[src/rtl/sha256_pkg.sv]
// Shared constants, state encoding and message-block helper for the SHA-256
// nonce feeder and its neighbouring hash blocks.
package sha256_pkg;

  localparam logic [31:0] PAD_WORD        = 32'h80000000;
  localparam logic [31:0] LEN_640         = 32'h00000280;
  localparam int          PPL_LATENCY_DEF = 66;

  typedef enum logic [1:0] {
    S_IDLE  = 2'd0,
    S_RUN   = 2'd1,
    S_DRAIN = 2'd2
  } feeder_state_e;

  // Second header block: tail words 16..18, nonce, padding, length of 640 bits.
  function automatic logic [511:0] build_chunk(input logic [95:0] tail,
                                               input logic [31:0] nonce);
    build_chunk = {tail, nonce, PAD_WORD, 320'd0, LEN_640};
  endfunction

endpackage

[src/rtl/sha256_nonce_feeder.sv]
// Walks an inclusive nonce range for one block header and feeds the hash
// pipeline one message per cycle, then waits for the pipeline to drain.
module sha256_nonce_feeder
  import sha256_pkg::*;
#(
  parameter int PPL_LATENCY = PPL_LATENCY_DEF
) (
  input  logic         clk,
  input  logic         arst,
  input  logic         job_valid_i,
  output logic         job_ready_o,
  input  logic [255:0] midstate_i,
  input  logic [95:0]  tail_i,
  input  logic [31:0]  nonce_start_i,
  input  logic [31:0]  nonce_end_i,
  input  logic         stall_i,
  input  logic         abort_i,
  output logic [255:0] init_o,
  output logic [511:0] chunk_o,
  output logic         sha_valid_o,
  output logic [31:0]  nonce_o,
  output logic         busy_o,
  output logic         done_o
);

  localparam int DRAIN_W = (PPL_LATENCY > 0) ? $clog2(PPL_LATENCY + 1) : 1;
  localparam logic [DRAIN_W-1:0] DRAIN_LOAD = DRAIN_W'(PPL_LATENCY);
  localparam logic [DRAIN_W-1:0] DRAIN_ONE  = DRAIN_W'(1);
  localparam logic [DRAIN_W-1:0] DRAIN_ZERO = {DRAIN_W{1'b0}};

  feeder_state_e      state_q, state_d;
  logic [255:0]       midstate_q, midstate_d;
  logic [95:0]        tail_q, tail_d;
  logic [31:0]        nonce_cur_q, nonce_cur_d;
  logic [31:0]        nonce_end_q, nonce_end_d;
  logic [DRAIN_W-1:0] drain_q, drain_d;
  logic               done_q, done_d;
  logic               busy_q, busy_d;
  logic               ready_q, ready_d;
  logic               sha_valid_s;

  // Next-state logic: job capture, nonce stepping and drain countdown.
  always_comb begin
    state_d     = state_q;
    midstate_d  = midstate_q;
    tail_d      = tail_q;
    nonce_cur_d = nonce_cur_q;
    nonce_end_d = nonce_end_q;
    drain_d     = drain_q;
    sha_valid_s = 1'b0;

    case (state_q)
      S_IDLE: begin
        if (job_valid_i) begin
          midstate_d  = midstate_i;
          tail_d      = tail_i;
          nonce_cur_d = nonce_start_i;
          nonce_end_d = nonce_end_i;
          state_d     = S_RUN;
        end else begin
          state_d = S_IDLE;
        end
      end
      S_RUN: begin
        sha_valid_s = ~stall_i & ~abort_i;
        if (abort_i) begin
          state_d = S_DRAIN;
          drain_d = DRAIN_LOAD;
        end else if (sha_valid_s) begin
          // Comparing before incrementing lets start==end+1 cover all 2^32 nonces.
          if (nonce_cur_q == nonce_end_q) begin
            state_d = S_DRAIN;
            drain_d = DRAIN_LOAD;
          end else begin
            nonce_cur_d = nonce_cur_q + 32'd1;
          end
        end else begin
          state_d = S_RUN;
        end
      end
      S_DRAIN: begin
        if (drain_q == DRAIN_ZERO) begin
          state_d = S_IDLE;
        end else begin
          drain_d = drain_q - DRAIN_ONE;
        end
      end
      default: begin
        state_d = S_IDLE;
      end
    endcase
  end

  // Status outputs are registered from the next state so they line up with it.
  always_comb begin
    done_d  = (state_d == S_DRAIN) && (drain_d == DRAIN_ZERO);
    busy_d  = (state_d != S_IDLE);
    ready_d = (state_d == S_IDLE);
  end

  // State and datapath registers.
  always_ff @(posedge clk or posedge arst) begin
    if (arst) begin
      state_q     <= S_IDLE;
      midstate_q  <= 256'd0;
      tail_q      <= 96'd0;
      nonce_cur_q <= 32'd0;
      nonce_end_q <= 32'd0;
      drain_q     <= DRAIN_ZERO;
      done_q      <= 1'b0;
      busy_q      <= 1'b0;
      ready_q     <= 1'b1;
    end else begin
      state_q     <= state_d;
      midstate_q  <= midstate_d;
      tail_q      <= tail_d;
      nonce_cur_q <= nonce_cur_d;
      nonce_end_q <= nonce_end_d;
      drain_q     <= drain_d;
      done_q      <= done_d;
      busy_q      <= busy_d;
      ready_q     <= ready_d;
    end
  end

  assign init_o      = midstate_q;
  assign chunk_o     = build_chunk(tail_q, nonce_cur_q);
  assign nonce_o     = nonce_cur_q;
  assign sha_valid_o = sha_valid_s;
  assign busy_o      = busy_q;
  assign job_ready_o = ready_q;
  assign done_o      = done_q;

endmodule

[config.mk]
export PLATFORM = sky130hd
export DESIGN_NAME = sha256_nonce_feeder
export DESIGN_NICKNAME = d
export VERILOG_FILES = /design/src/rtl/sha256_pkg.sv /design/src/rtl/sha256_nonce_feeder.sv
export SDC_FILE = /design/constraint.sdc
export NUM_CORES = 1
export LEC_CHECK = 0
export BUFFER_PORTS_ARGS = -buffer_cell sky130_fd_sc_hd__buf_4
export CORE_AREA = 8 8 468 470
export CTS_CLUSTER_SIZE = 16
export DETAILED_ROUTE_END_ITERATION = 6
export DIE_AREA = 0 0 476 478
export GPL_TIMING_DRIVEN = 0
export PLACE_DENSITY_LB_ADDON = 0.15
export SLEW_MARGIN = 20
export SYNTH_ARGS = -nofsm -noshare
export SYNTH_HDL_FRONTEND = slang
export SYNTH_SLANG_ARGS = --single-unit
export TNS_END_PERCENT = 30
[constraint.sdc]
create_clock -name clk -period 19.1 [get_ports clk]
set_input_delay 3.82 -clock clk [delete_from_list [all_inputs] [get_ports clk]]
set_output_delay 3.82 -clock clk [all_outputs]
set_load 0.01 [all_outputs]
* Yosys cells after proc, flatten, opt, wreduce, memory -nomap -nowiden *
Cells that the tools add are included.

cells by class
  add/subtract/negate cells = 2
  eq/ne operators = 8
  mux-type cells = 17
  bitwise gates (word level) = 3
  reduce and logical (&&, ||, !) cells = 9

operators by type and width
  kind                   number
  $mux 32                4
  $pmux 32 s2            1
  $add 32x1->32 const B  1
  $eq 32x32->1           1
  $mux 7                 4
  $logic_not 7->1        2
  $pmux 7 s2             1
  $mux 2                 4
  $ne 2x2->1 const B     4
  $sub 7x1->7 const B    1
  $pmux 2 s3             1
  $reduce_and 5->1       1
  $eq 2x2->1 const B     2
  $logic_not 2->1        2
  $reduce_bool 2->1      2
  $eq 2x1->1 const B     1
  $mux 1                 2
  $not 1->1              2
  $reduce_and 2->1       1
  $and 1x1->1            1
  $logic_and 1x1->1      1

storage, ports and cells
  register bits after elaboration = 428
  input port bits = 421
  logic and storage cells = 48

* Depth between registers and ports, before layout *
Gate-level depths: netlist (run 1).

  depth after elaboration = 7
  gate-level depth with buffers = 10
  gate-level depth less buffers = 9

* Worst setup path after synthesis (run 1) *
No wires, ideal clock.

  path type = input to output
  start = input stall_i
  end = output sha_valid_o
  arrival time = 4.285 ns
  path slack = 10.995 ns
  cell stages on the path = 1
  cells stage by stage = nor3_1

on the way
  longest elaborated chain between the ends = 3

RTL lines
  what                RTL line                   source
  start: declaration  sha256_nonce_feeder.sv:16  input logic stall_i,
  $not 1->1           sha256_nonce_feeder.sv:65  sha_valid_s = ~stall_i & ~abort_i;
  $and 1x1->1         sha256_nonce_feeder.sv:65
  $mux 1              sha256_nonce_feeder.sv:52  case (state_q)
  end: declaration    sha256_nonce_feeder.sv:20  output logic sha_valid_o,

Every way passes these cells.

* Worst setup path in the final report (run 1) *
Ends and elaborated chain as after synthesis.

==> results of run 1 <==
## worst max path at each step
stage | startpoint | end | slack, ps | cells past startpoint
5_1_grt | stall_i | sha_valid_o | 10290 | 3
2_1_floorplan | arst | busy_o$_DFF_PP0_ | 3360 | 1
3_3_place_gp | arst | tail_q[25]$_DFFE_PP0P_ | -5450 | 2
6_report | stall_i | sha_valid_o | 10380 | 3
4_1_cts | stall_i | sha_valid_o | 10320 | 3
3_5_place_dp | stall_i | sha_valid_o | 10320 | 3
## layout make-up
cell class                      count  area share (%)
Inverter                           19           0.232
Clock inverter                     14           0.642
Tap cell                         2821            10.4
Sequential cell                   428            31.6
Antenna cell                       13          0.0959
Clock buffer                       92            5.13
Timing Repair Buffer              846            19.1
Buffer                            479            9.97
Multi-Input combinational cell   1075            22.9
## cells in the final DEF, fill, tap and decap left out, types with 4 or more instances in the layout
cell type,Yosys,routed
buf_4,417,1257
dfrtp_1,427,427
mux2_2,384,384
conb_1,2,384
clkbuf_1,53,69
clkbuf_16,0,59
nand2_1,36,36
xor2_1,32,32
a21oi_1,29,29
nor2_1,20,20
nand3_1,19,19
o21ai_0,18,18
nor3_1,18,18
inv_1,18,17
clkbuf_8,0,14
diode_2,0,13
a22oi_1,10,10
nor4_1,8,8
nand4_1,8,8
buf_2,7,7
o211ai_1,7,7
o22ai_1,7,7
a21o_1,6,6
or2_2,6,6
ha_1,6,6
clkinv_2,0,6
buf_16,0,6
o31ai_1,5,5
or3_1,5,5
bufinv_16,0,5
a221oi_1,4,4
and3_1,4,4
## worst max-delay path: cells and delay by family
| family | cells | cell delay, ps |
|---|---|---|
| buf+inv | 2 | 410 |
| simple gates | 1 | 660 |
## power groups by stage
stage          sequential, mW  clock, mW  combinational [mW]
5_1_grt                  1.82       1.23                2.78
2_1_floorplan            1.85          0                1.03
3_5_place_dp             1.77          0                2.64
6_report                 1.75       1.15                2.56
3_3_place_gp             1.77          0                2.65
4_1_cts                  1.77       1.21                2.65
## cell families after synthesis
kind of cell	synth area share [%]
DFF	52.3
buffers and inverters	16.8
xor gates and xnor gates	1.37
adders and majority gates	0.366
and+or+nand+nor	3.99
muxes	21.2
AOI/OAI and AO/OA	3.90
other	0.0366
## metrics by stage
step	hold slack [ps]	total power [mW]	cell area, um2
floorplan	501	2.88	21900
global placement	492	4.42	31800
detailed placement	496	4.41	31900
CTS	509	5.62	33900
global route	521	5.84	33900
finish	505	5.46	33900
## layer usage
metal / track usage, % / up-vias / part of all wire [%]
met1: 9.78 / 7631 / 34
met4: 2.77 / 26 / 2.3
met2: 16.6 / 795 / 49
met3: 5.98 / 133 / 15
met5: 0 / - / 0.15
li1: - / 7399 / -
## flip-flops by register name (all words and copies together), names as in the netlist
signal       count
drain_q          7
job_ready_o      1
nonce_end_q     32
done_o           1
state_q          2
busy_o           1
tail_q          96
init_o         256
nonce_o         32
==> results.py, run 1 <==
metrics = {
    "outcome": {
        "status": "completed",
    },
    "clocking": {
        "clkSinkCount": 428,
        "post_cts_buffers": 0,
        "postCtsHoldBufs": 0,
        "cts_buffers": 58,
        "h-tree-depth": 2,
        "clockBufferDepth": 3,
        "cts-root-buf": "clkbuf_16",
        "clkTransAtPathRegs_ps": 60,
        "cts_tree": "done",
        "clock_latency_ps": 670,
        "cts_resized": 0,
    },
    "synth": {
        "postSynthAreaPerCell_um2": 12.7,
        "synth_most_common_cell": "dfrtp_1",
        "synth_top_cells_by_count": "427 x dfrtp_1, 417 x buf_4, 384 x mux2_2, 53 x clkbuf_1, 36 x nand2_1",
        "synth_top_area_share_pct": 52.1,
        "ys.flop_type": "dfrtp_1",
        "yosysWarningCount": 0,
        "seq_area_frac_synth_pct": 52.3,
        "yosysTopAreaCell": "dfrtp_1",
        "synth.area.top_cells": "dfrtp_1 52%, mux2_2 21%, buf_4 15%, xor2_1 1.4%, clkbuf_1 0.97%",
        "syn_area_mm2": 0.0205,
        "yosysUniqueCellTypes": 68,
        "synthCells": 1619,
        "ys_ff_latch": 428,
        "synth_edf_count": 0,
        "async_flop_share_pct": 100,
    },
    "timing": {
        "worst_slack_ps": 10380,
        "period_share_pct": 45.7,
        "worst_pin_slew_ps": 1020,
        "fin_skew_ps": 24.3,
        "rsz0062_at_grt": "no",
        "clock.fmax_mhz": 115,
        "setup_violations": 0,
        "setup-tns-final_ps": 0,
        "finalCriticalPeriod_ps": 8720,
        "relSlewSlack_pct": 31.6,
        "final_max_slew_viol_count": 0,
        "hold_viol": 0,
    },
    "routing": {
        "ant_nets": 0,
        "wire_per_inst_um": 20.2,
        "drc": 0,
        "drt_wl_total_um": 117000,
        "vias": 16000,
        "viasPerCell": 2.76,
        "initialDrtViolationCount": 606,
        "dr.pass1.iters": 5,
    },
    "cells_and_area": {
        "area_growth_pct": 65.6,
        "drive_gt1_share_pct": 59.8,
        "ff_latch_area_mm2": 0.0107,
        "final_cell_count_no_fill": 5787,
        "final_nets": 3334,
        "final_util_pct": 16.1,
        "multiInputGateArea_mm2": 0.00777,
        "fill_cells": 23700,
    },
    "floorplanning": {
        "start_util_pct": 9.70,
        "rows": 169,
        "die_y_um": 478,
        "num_io_pins": 1225,
        "fp.dieArea_mm2": 0.228,
        "die_w_um": 476,
        "coreArea_mm2": 0.211,
    },
    "worst_setup_path": {
        "rrSetupSlack_ps": 15030,
        "cpMostUsedCell": "buf_4",
        "crit_chain": "buf_4, nor3_1, buf_4",
        "crit_path_start_kind": "primary input",
        "worstPathArrival_ps": 4900,
        "critical_path_class": "primary input to output port",
        "critPathMaxStageDelay_ps": 660,
        "worstPathMaxFanout": 5,
        "rr_worst_depth": 8,
        "r2r-start": "nonce_o[12]$_DFFE_PP0P_",
        "r2r_end": "nonce_o[9]$_DFFE_PP0P_",
        "critPathSlowestCell": "nor3_1",
        "cp.required_ps": 15280,
        "cp-end-kind": "output port",
    },
    "grt": {
        "grt_pass1_vias": 16700,
        "grt_max_degree": 84,
        "grt_antenna_before_repair": 35,
        "grt_overflow": 0,
        "grtUsageTotal_pct": 9.67,
        "grt_pass1_wl_um": 153000,
    },
    "flow_run": {
        "max_cap_violations": 0,
    },
    "pwr": {
        "pwr-share-clk_pct": 21.1,
        "pwr-share-seq_pct": 32.0,
        "ir_drop_uv": 86.8,
        "p_comb_share_pct": 46.9,
        "intPower_mw": 3.33,
        "power.density_mw_per_mm2": 161,
        "swShare_pct": 38.9,
        "p_sw_mw": 2.12,
        "p_leak_nw": 16.0,
    },
    "place": {
        "dp_hpwl_um": 98800,
        "dp_slack_ps": 10320,
        "place_congestion": 0.746,
        "dp_cells": 5668,
        "numPortBuffers": 840,
    },
    "worst_hold_path": {
        "hp-start": "init_o[53]$_DFFE_PP0P_",
        "holdPathEnd": "init_o[53]$_DFFE_PP0P_",
        "hold_depth": 1,
        "hold_path_class": "register to register",
    },
}
(Power assumes the default switching activity.)
==> run 2: changes to the inputs <==
ABC_AREA = 1   (was default)
CORE_AREA = 8 8 474 476   (was 8 8 468 470)
DIE_AREA = 0 0 482 484   (was 0 0 476 478)
clock period = 7 ns   (was 19.1 ns; I/O delays follow)
==> run 2 against run 1 <==
  * Register-to-register slack lost 11000 ps
  * Critical path depth increased by 2
  * Non-clock buffer count up 9
  * Largest cell class unchanged
  * Largest power group unchanged
==> results.py, run 2 <==
metrics = {
    "cells_and_area": {
        "drive_gt1_share_pct": 56.7,
        "final_nets": 3554,
        "final_cell_count_no_fill": 6054,
        "largest_register_ffs": 256,
        "area_growth_pct": 65.4,
        "final_common_cell": "buf_4",
        "final_cell_mix": "1256 x buf_4, 427 x dfrtp_1, 384 x conb_1, 374 x mux2_2, 174 x nand2_1",
    },
    "timing": {
        "hold_viol": 0,
        "finalCriticalPeriod_ps": 3680,
        "worst_pin_slew_ps": 939,
        "clock.fmax_mhz": 272,
        "period_share_pct": 52.6,
        "worst_hold_slack_ps": 503,
        "fin_skew_ps": 47.6,
        "worst_slack_ps": 3320,
        "rsz0062_at_grt": "no",
        "relSlewSlack_pct": 37.4,
        "setup-tns-final_ps": 0,
        "final_max_slew_viol_count": 0,
        "setup_violations": 0,
    },
    "synth": {
        "synthCells": 1825,
        "synth.area.top_cells": "dfrtp_1 51%, mux2_2 20%, buf_4 15%, nand2_1 3.1%, nor2_1 1.8%",
        "synth_most_common_cell": "dfrtp_1",
        "syn_area_mm2": 0.0210,
        "synth_top_cells_by_count": "427 x dfrtp_1, 416 x buf_4, 374 x mux2_2, 174 x nand2_1, 100 x nor2_1",
        "synth_top_area_share_pct": 50.8,
        "yosysWarningCount": 0,
        "seq_area_frac_synth_pct": 51.0,
        "yosysTopAreaCell": "dfrtp_1",
        "synth_edf_count": 0,
        "async_flop_share_pct": 100,
        "ys_ff_latch": 428,
        "ys.flop_type": "dfrtp_1",
        "postSynthAreaPerCell_um2": 11.5,
        "yosysUniqueCellTypes": 39,
    },
    "worst_setup_path": {
        "critPathMaxStageDelay_ps": 240,
        "r2r-start": "state_q[1]$_DFF_PP0_",
        "crit_family": "simple AND/OR/NAND/NOR gates",
        "rrSetupSlack_ps": 3690,
        "crit_chain": "buf_4, inv_1, nand2_1, nor2_1, buf_4",
        "critPathSlowestCell": "nor2_1",
        "cpMostUsedCell": "buf_4",
        "cp-startpoint": "abort_i",
        "crit_path_start_kind": "primary input",
        "cp.buffers_inverters": 3,
        "cp.required_ps": 5600,
        "cp-end-kind": "output port",
        "worstPathArrival_ps": 2280,
        "critical_path_class": "primary input to output port",
        "worstPathMaxFanout": 7,
    },
    "grt": {
        "grt_overflow": 0,
        "grtUsageTotal_pct": 9.60,
        "grt_max_degree": 29,
        "grt_pass1_wl_um": 157000,
        "grt_pass1_vias": 17800,
        "grt_antenna_before_repair": 41,
    },
    "place": {
        "numPortBuffers": 840,
        "dp_slack_ps": 2450,
        "dp_cells": 5938,
        "dp_hpwl_um": 100000,
        "place_congestion": 0.734,
    },
    "routing": {
        "drt_wl_total_um": 118000,
        "viasPerCell": 2.76,
        "ant_nets": 0,
        "wire_per_inst_um": 19.5,
        "initialDrtViolationCount": 541,
        "dr.pass1.iters": 4,
        "drc": 0,
        "vias": 16700,
    },
    "floorplanning": {
        "rows": 172,
        "die_y_um": 484,
        "coreArea_mm2": 0.218,
        "fp.dieArea_mm2": 0.233,
        "start_util_pct": 9.65,
        "num_io_pins": 1225,
        "die_w_um": 482,
    },
    "clocking": {
        "clock_latency_ps": 650,
        "cts-root-buf": "clkbuf_16",
        "post_cts_buffers": 0,
        "clkTransAtPathRegs_ps": 60,
        "clockBufferDepth": 3,
        "clkSinkCount": 428,
        "h-tree-depth": 2,
        "cts_tree": "done",
        "cts_resized": 0,
        "postCtsHoldBufs": 0,
        "cts_buffers": 58,
    },
    "worst_hold_path": {
        "hold_path_class": "register to register",
        "hp-start": "init_o[21]$_DFFE_PP0P_",
    },
    "outcome": {
        "status": "completed",
    },
    "pwr": {
        "ir_drop_uv": 278,
        "power.density_mw_per_mm2": 433,
        "p_leak_nw": 16.7,
    },
    "flow_run": {
        "max_cap_violations": 0,
    },
}
-- run 2: changes by cell type in the layout (fill, tap and decap cells not counted), sizes merged, moves of 7 or more --
cell   change
mux2      -10
xnor2     +25
nor4       -9
buf       +20
nor2      +87
o22ai      -7
nor3       -8
o21ai     +40
a21oi     -12
xor2      -11
nand2    +144
a22oi      -9
inv       +58
-- run 2: layer usage --
layer	share of wire [%]	vias to the layer above	global-route usage [%]
met3	14	135	5.35
met2	48	825	16.5
met4	1.9	34	2.07
met5	0.18	-	0
li1	-	7782	-
met1	36	7949	10.3
-- run 2: worst paths after layout --
path	endpoint	depth (start not counted)
hold reg to reg	init_o[21]$_DFFE_PP0P_	1
setup / recovery	sha_valid_o	5
min in group asynchronous	init_o[164]$_DFFE_PP0P_	2
max in group asynchronous	nonce_end_q[19]$_DFFE_PP0P_	8
setup reg to reg	init_o[235]$_DFFE_PP0P_	6
hold / removal	init_o[21]$_DFFE_PP0P_	1
-- run 2: worst register-to-register path: stages, from the launching register on --
cell and delay (ps):
dfrtp_1 400, inv_1 100, ha_1 210, nand2_1 570, clkbuf_1 690, clkbuf_1 770
mux2_2 420
-- run 2: logic make-up after synthesis --
family,synth area share [%]
compound gates,2.42
xor+xnor,1.99
fa+ha+maj,0.357
buf+inv,17.5
flops,51.0
mux,20.0
other cells,0.0357
simple gates,6.65
-- run 2: through the flow --
step	area, um2	util (%)	power, mW
CTS	34700	15.9	15.5
finish	34800	16.0	15.1
detailed placement	32800	15.1	12.3
floorplan	22500	-	8.04
global placement	32400	14.9	12.3
global route	34700	15.9	16.2
-- run 2: power breakdown --
part / internal [mW] / switching (mW)
Clock: 1.80 / 1.27
Combinational: 3.51 / 3.67
Sequential: 3.75 / 1.08
Total: 9.06 / 6.01
-- run 2: layout make-up --
class                   count  area (um2)
inverters                  81         308
plain buffers             474        3380
clock inverters            10         108
clock buffers              97        1820
repair buffers            860        6750
diodes                      9        22.5
flip-flops and latches    428       10700
well taps                2871        3590
fillers                 24800      183000
multi-input cells        1224        8050
==> run 3: changes to the inputs <==
clock period = 3.7 ns   (was 7 ns; I/O delays follow)
==> run 3 against run 2 <==
  * Non-clock buffer count unchanged
  * Combinational power increased by 90%
  * Sequential share of layout area about the same
  * Sequential power increased by 89%
  * Clock skew unchanged
  * Critical path depth increased by 1
  * Global-route usage unchanged
  * Worst hold slack got worse by 410 ps
  * Routed wire length about the same
  * Die area unchanged
  * Cell area about the same
  * Largest power group unchanged
==> results.py, run 3 (synthesis results as in run 2) <==
metrics = {
    "outcome": {
        "status": "completed",
    },
    "timing": {
        "fin_skew_ps": 47.6,
        "relSlewSlack_pct": 37.4,
        "final_max_slew_viol_count": 0,
        "rsz0062_at_grt": "no",
        "worst_pin_slew_ps": 939,
        "clock.fmax_mhz": 307,
        "setup-tns-final_ps": 0,
        "setup_violations": 0,
        "hold_viol": 0,
        "period_share_pct": 88.2,
        "finalCriticalPeriod_ps": 3260,
    },
    "clocking": {
        "h-tree-depth": 2,
        "clock_latency_ps": 650,
        "clkTransAtPathRegs_ps": 70,
        "cts_tree": "done",
        "post_cts_buffers": 0,
        "clkSinkCount": 428,
        "cts_buffers": 58,
        "cts-root-buf": "clkbuf_16",
        "clockBufferDepth": 3,
    },
    "worst_setup_path": {
        "rr_worst_depth": 6,
        "cp.buffers_inverters": 3,
        "cpMostUsedCell": "clkbuf_1",
        "worstPathMaxFanout": 10,
        "crit_path_start_kind": "register",
        "cp.required_ps": 4200,
        "cp-end-kind": "register",
        "critPathMaxStageDelay_ps": 760,
        "critPathSlowestCell": "clkbuf_1",
        "worst-path-stages": 6,
        "crit_family": "buffers and inverters",
        "critical_path_class": "register to register",
        "crit_chain": "inv_1, ha_1, nand2_1, clkbuf_1, clkbuf_1, mux2_2",
        "worstPathArrival_ps": 3760,
    },
    "grt": {
        "grt_pass1_vias": 17800,
        "grt_antenna_before_repair": 41,
        "grt_pass1_wl_um": 157000,
        "grtUsageTotal_pct": 9.60,
        "grt_overflow": 0,
        "grt_max_degree": 29,
    },
    "routing": {
        "viasPerCell": 2.76,
        "ant_nets": 0,
        "drc": 0,
        "vias": 16700,
        "dr.pass1.iters": 4,
        "initialDrtViolationCount": 541,
        "drt_wl_total_um": 118000,
        "wire_per_inst_um": 19.5,
    },
    "place": {
        "dp_hpwl_um": 100000,
        "place_congestion": 0.734,
        "placed_cell_area_mm2": 0.0328,
        "numPortBuffers": 840,
    },
    "cells_and_area": {
        "final_cell_mix": "1256 x buf_4, 427 x dfrtp_1, 384 x conb_1, 374 x mux2_2, 174 x nand2_1",
        "final_nets": 3554,
        "final_design_area_no_fill_mm2": 0.0348,
        "final_common_cell": "buf_4",
        "fill_cells": 24800,
        "final_util_pct": 16.0,
        "largest_register_ffs": 256,
        "drive_gt1_share_pct": 56.8,
        "area_growth_pct": 65.4,
    },
    "floorplanning": {
        "die_w_um": 482,
        "die_y_um": 484,
        "fp.dieArea_mm2": 0.233,
        "start_util_pct": 9.65,
        "rows": 172,
        "coreArea_mm2": 0.218,
        "num_io_pins": 1225,
    },
    "pwr": {
        "ir_drop_uv": 526,
        "p_leak_nw": 16.7,
        "power.density_mw_per_mm2": 820,
    },
    "worst_hold_path": {
        "hold_path_class": "primary input to async pin",
    },
    "flow_run": {
        "max_cap_violations": 0,
    },
}
==> run 3: cell counts in the layout (fill, tap and decap cells not counted) <==
No cell type changed its count.
==> run 3: cell type report <==
type	instances	area [um2]	area share (%)
Multi-Input combinational cell	1224	8050	23.2
Inverter	81	308	0.886
Clock buffer	97	1820	5.24
Timing Repair Buffer	860	6750	19.4
Clock inverter	10	108	0.310
Buffer	474	3390	9.75
Antenna cell	9	22.5	0.0648
Tap cell	2871	3590	10.3
Sequential cell	428	10700	30.8
==> run 3: final timing paths <==
check                                             from                          end  slack (ps)
worst max-delay path              state_q[1]$_DFF_PP0_       init_o[96]$_DFFE_PP0P_         440
max in group asynchronous                         arst  nonce_end_q[19]$_DFFE_PP0P_        2110
min in group clk                       midstate_i[215]      init_o[215]$_DFFE_PP0P_         310
worst min-delay path                              arst      init_o[164]$_DFFE_PP0P_         100
worst min register to register  init_o[21]$_DFFE_PP0P_       init_o[21]$_DFFE_PP0P_         500
worst max register to register    state_q[1]$_DFF_PP0_       init_o[96]$_DFFE_PP0P_         440
==> run 3: per-layer routing <==
| metal | part of all wire [%] | vias up | track usage (%) |
|---|---|---|---|
| met3 | 14 | 135 | 5.35 |
| li1 | - | 7782 | - |
| met1 | 36 | 7949 | 10.3 |
| met4 | 1.9 | 34 | 2.07 |
| met5 | 0.18 | - | 0 |
| met2 | 48 | 825 | 16.5 |
==> run 3: what timing repair did <==
action                                  in CTS  in global routing
hold buffers                                 0                  0
endpoints found under the setup margin      20                  0
resized for setup                            2                  0
==> run 3: where the power goes <==
part / switching [mW] / internal [mW] / leakage (nW)
Combinational: 6.94 / 6.64 / 10.7
Clock: 2.39 / 3.40 / 0.949
Sequential: 2.04 / 7.10 / 5.03
==> run 3: worst reg2reg max path: stages, from the launching register on <==
cell and delay, ps:
dfrtp_1 400, inv_1 100, ha_1 210, nand2_1 580, clkbuf_1 640, clkbuf_1 770
mux2_2 410
==> run 3: metrics by stage <==
stage / power (mW) / hold slack, ps / std cells / setup slack, ps
final: 28.5 / 98.2 / 6054 / 438
after CTS: 29.4 / 27.6 / 6045 / 44.1
after global routing: 30.6 / 68.1 / 6048 / 5.41
after floorplan: 15.2 / 501 / 2207 / -2820
after global placement: 23.3 / 490 / 5918 / -7440
after detailed placement: 23.2 / 493 / 5938 / -189
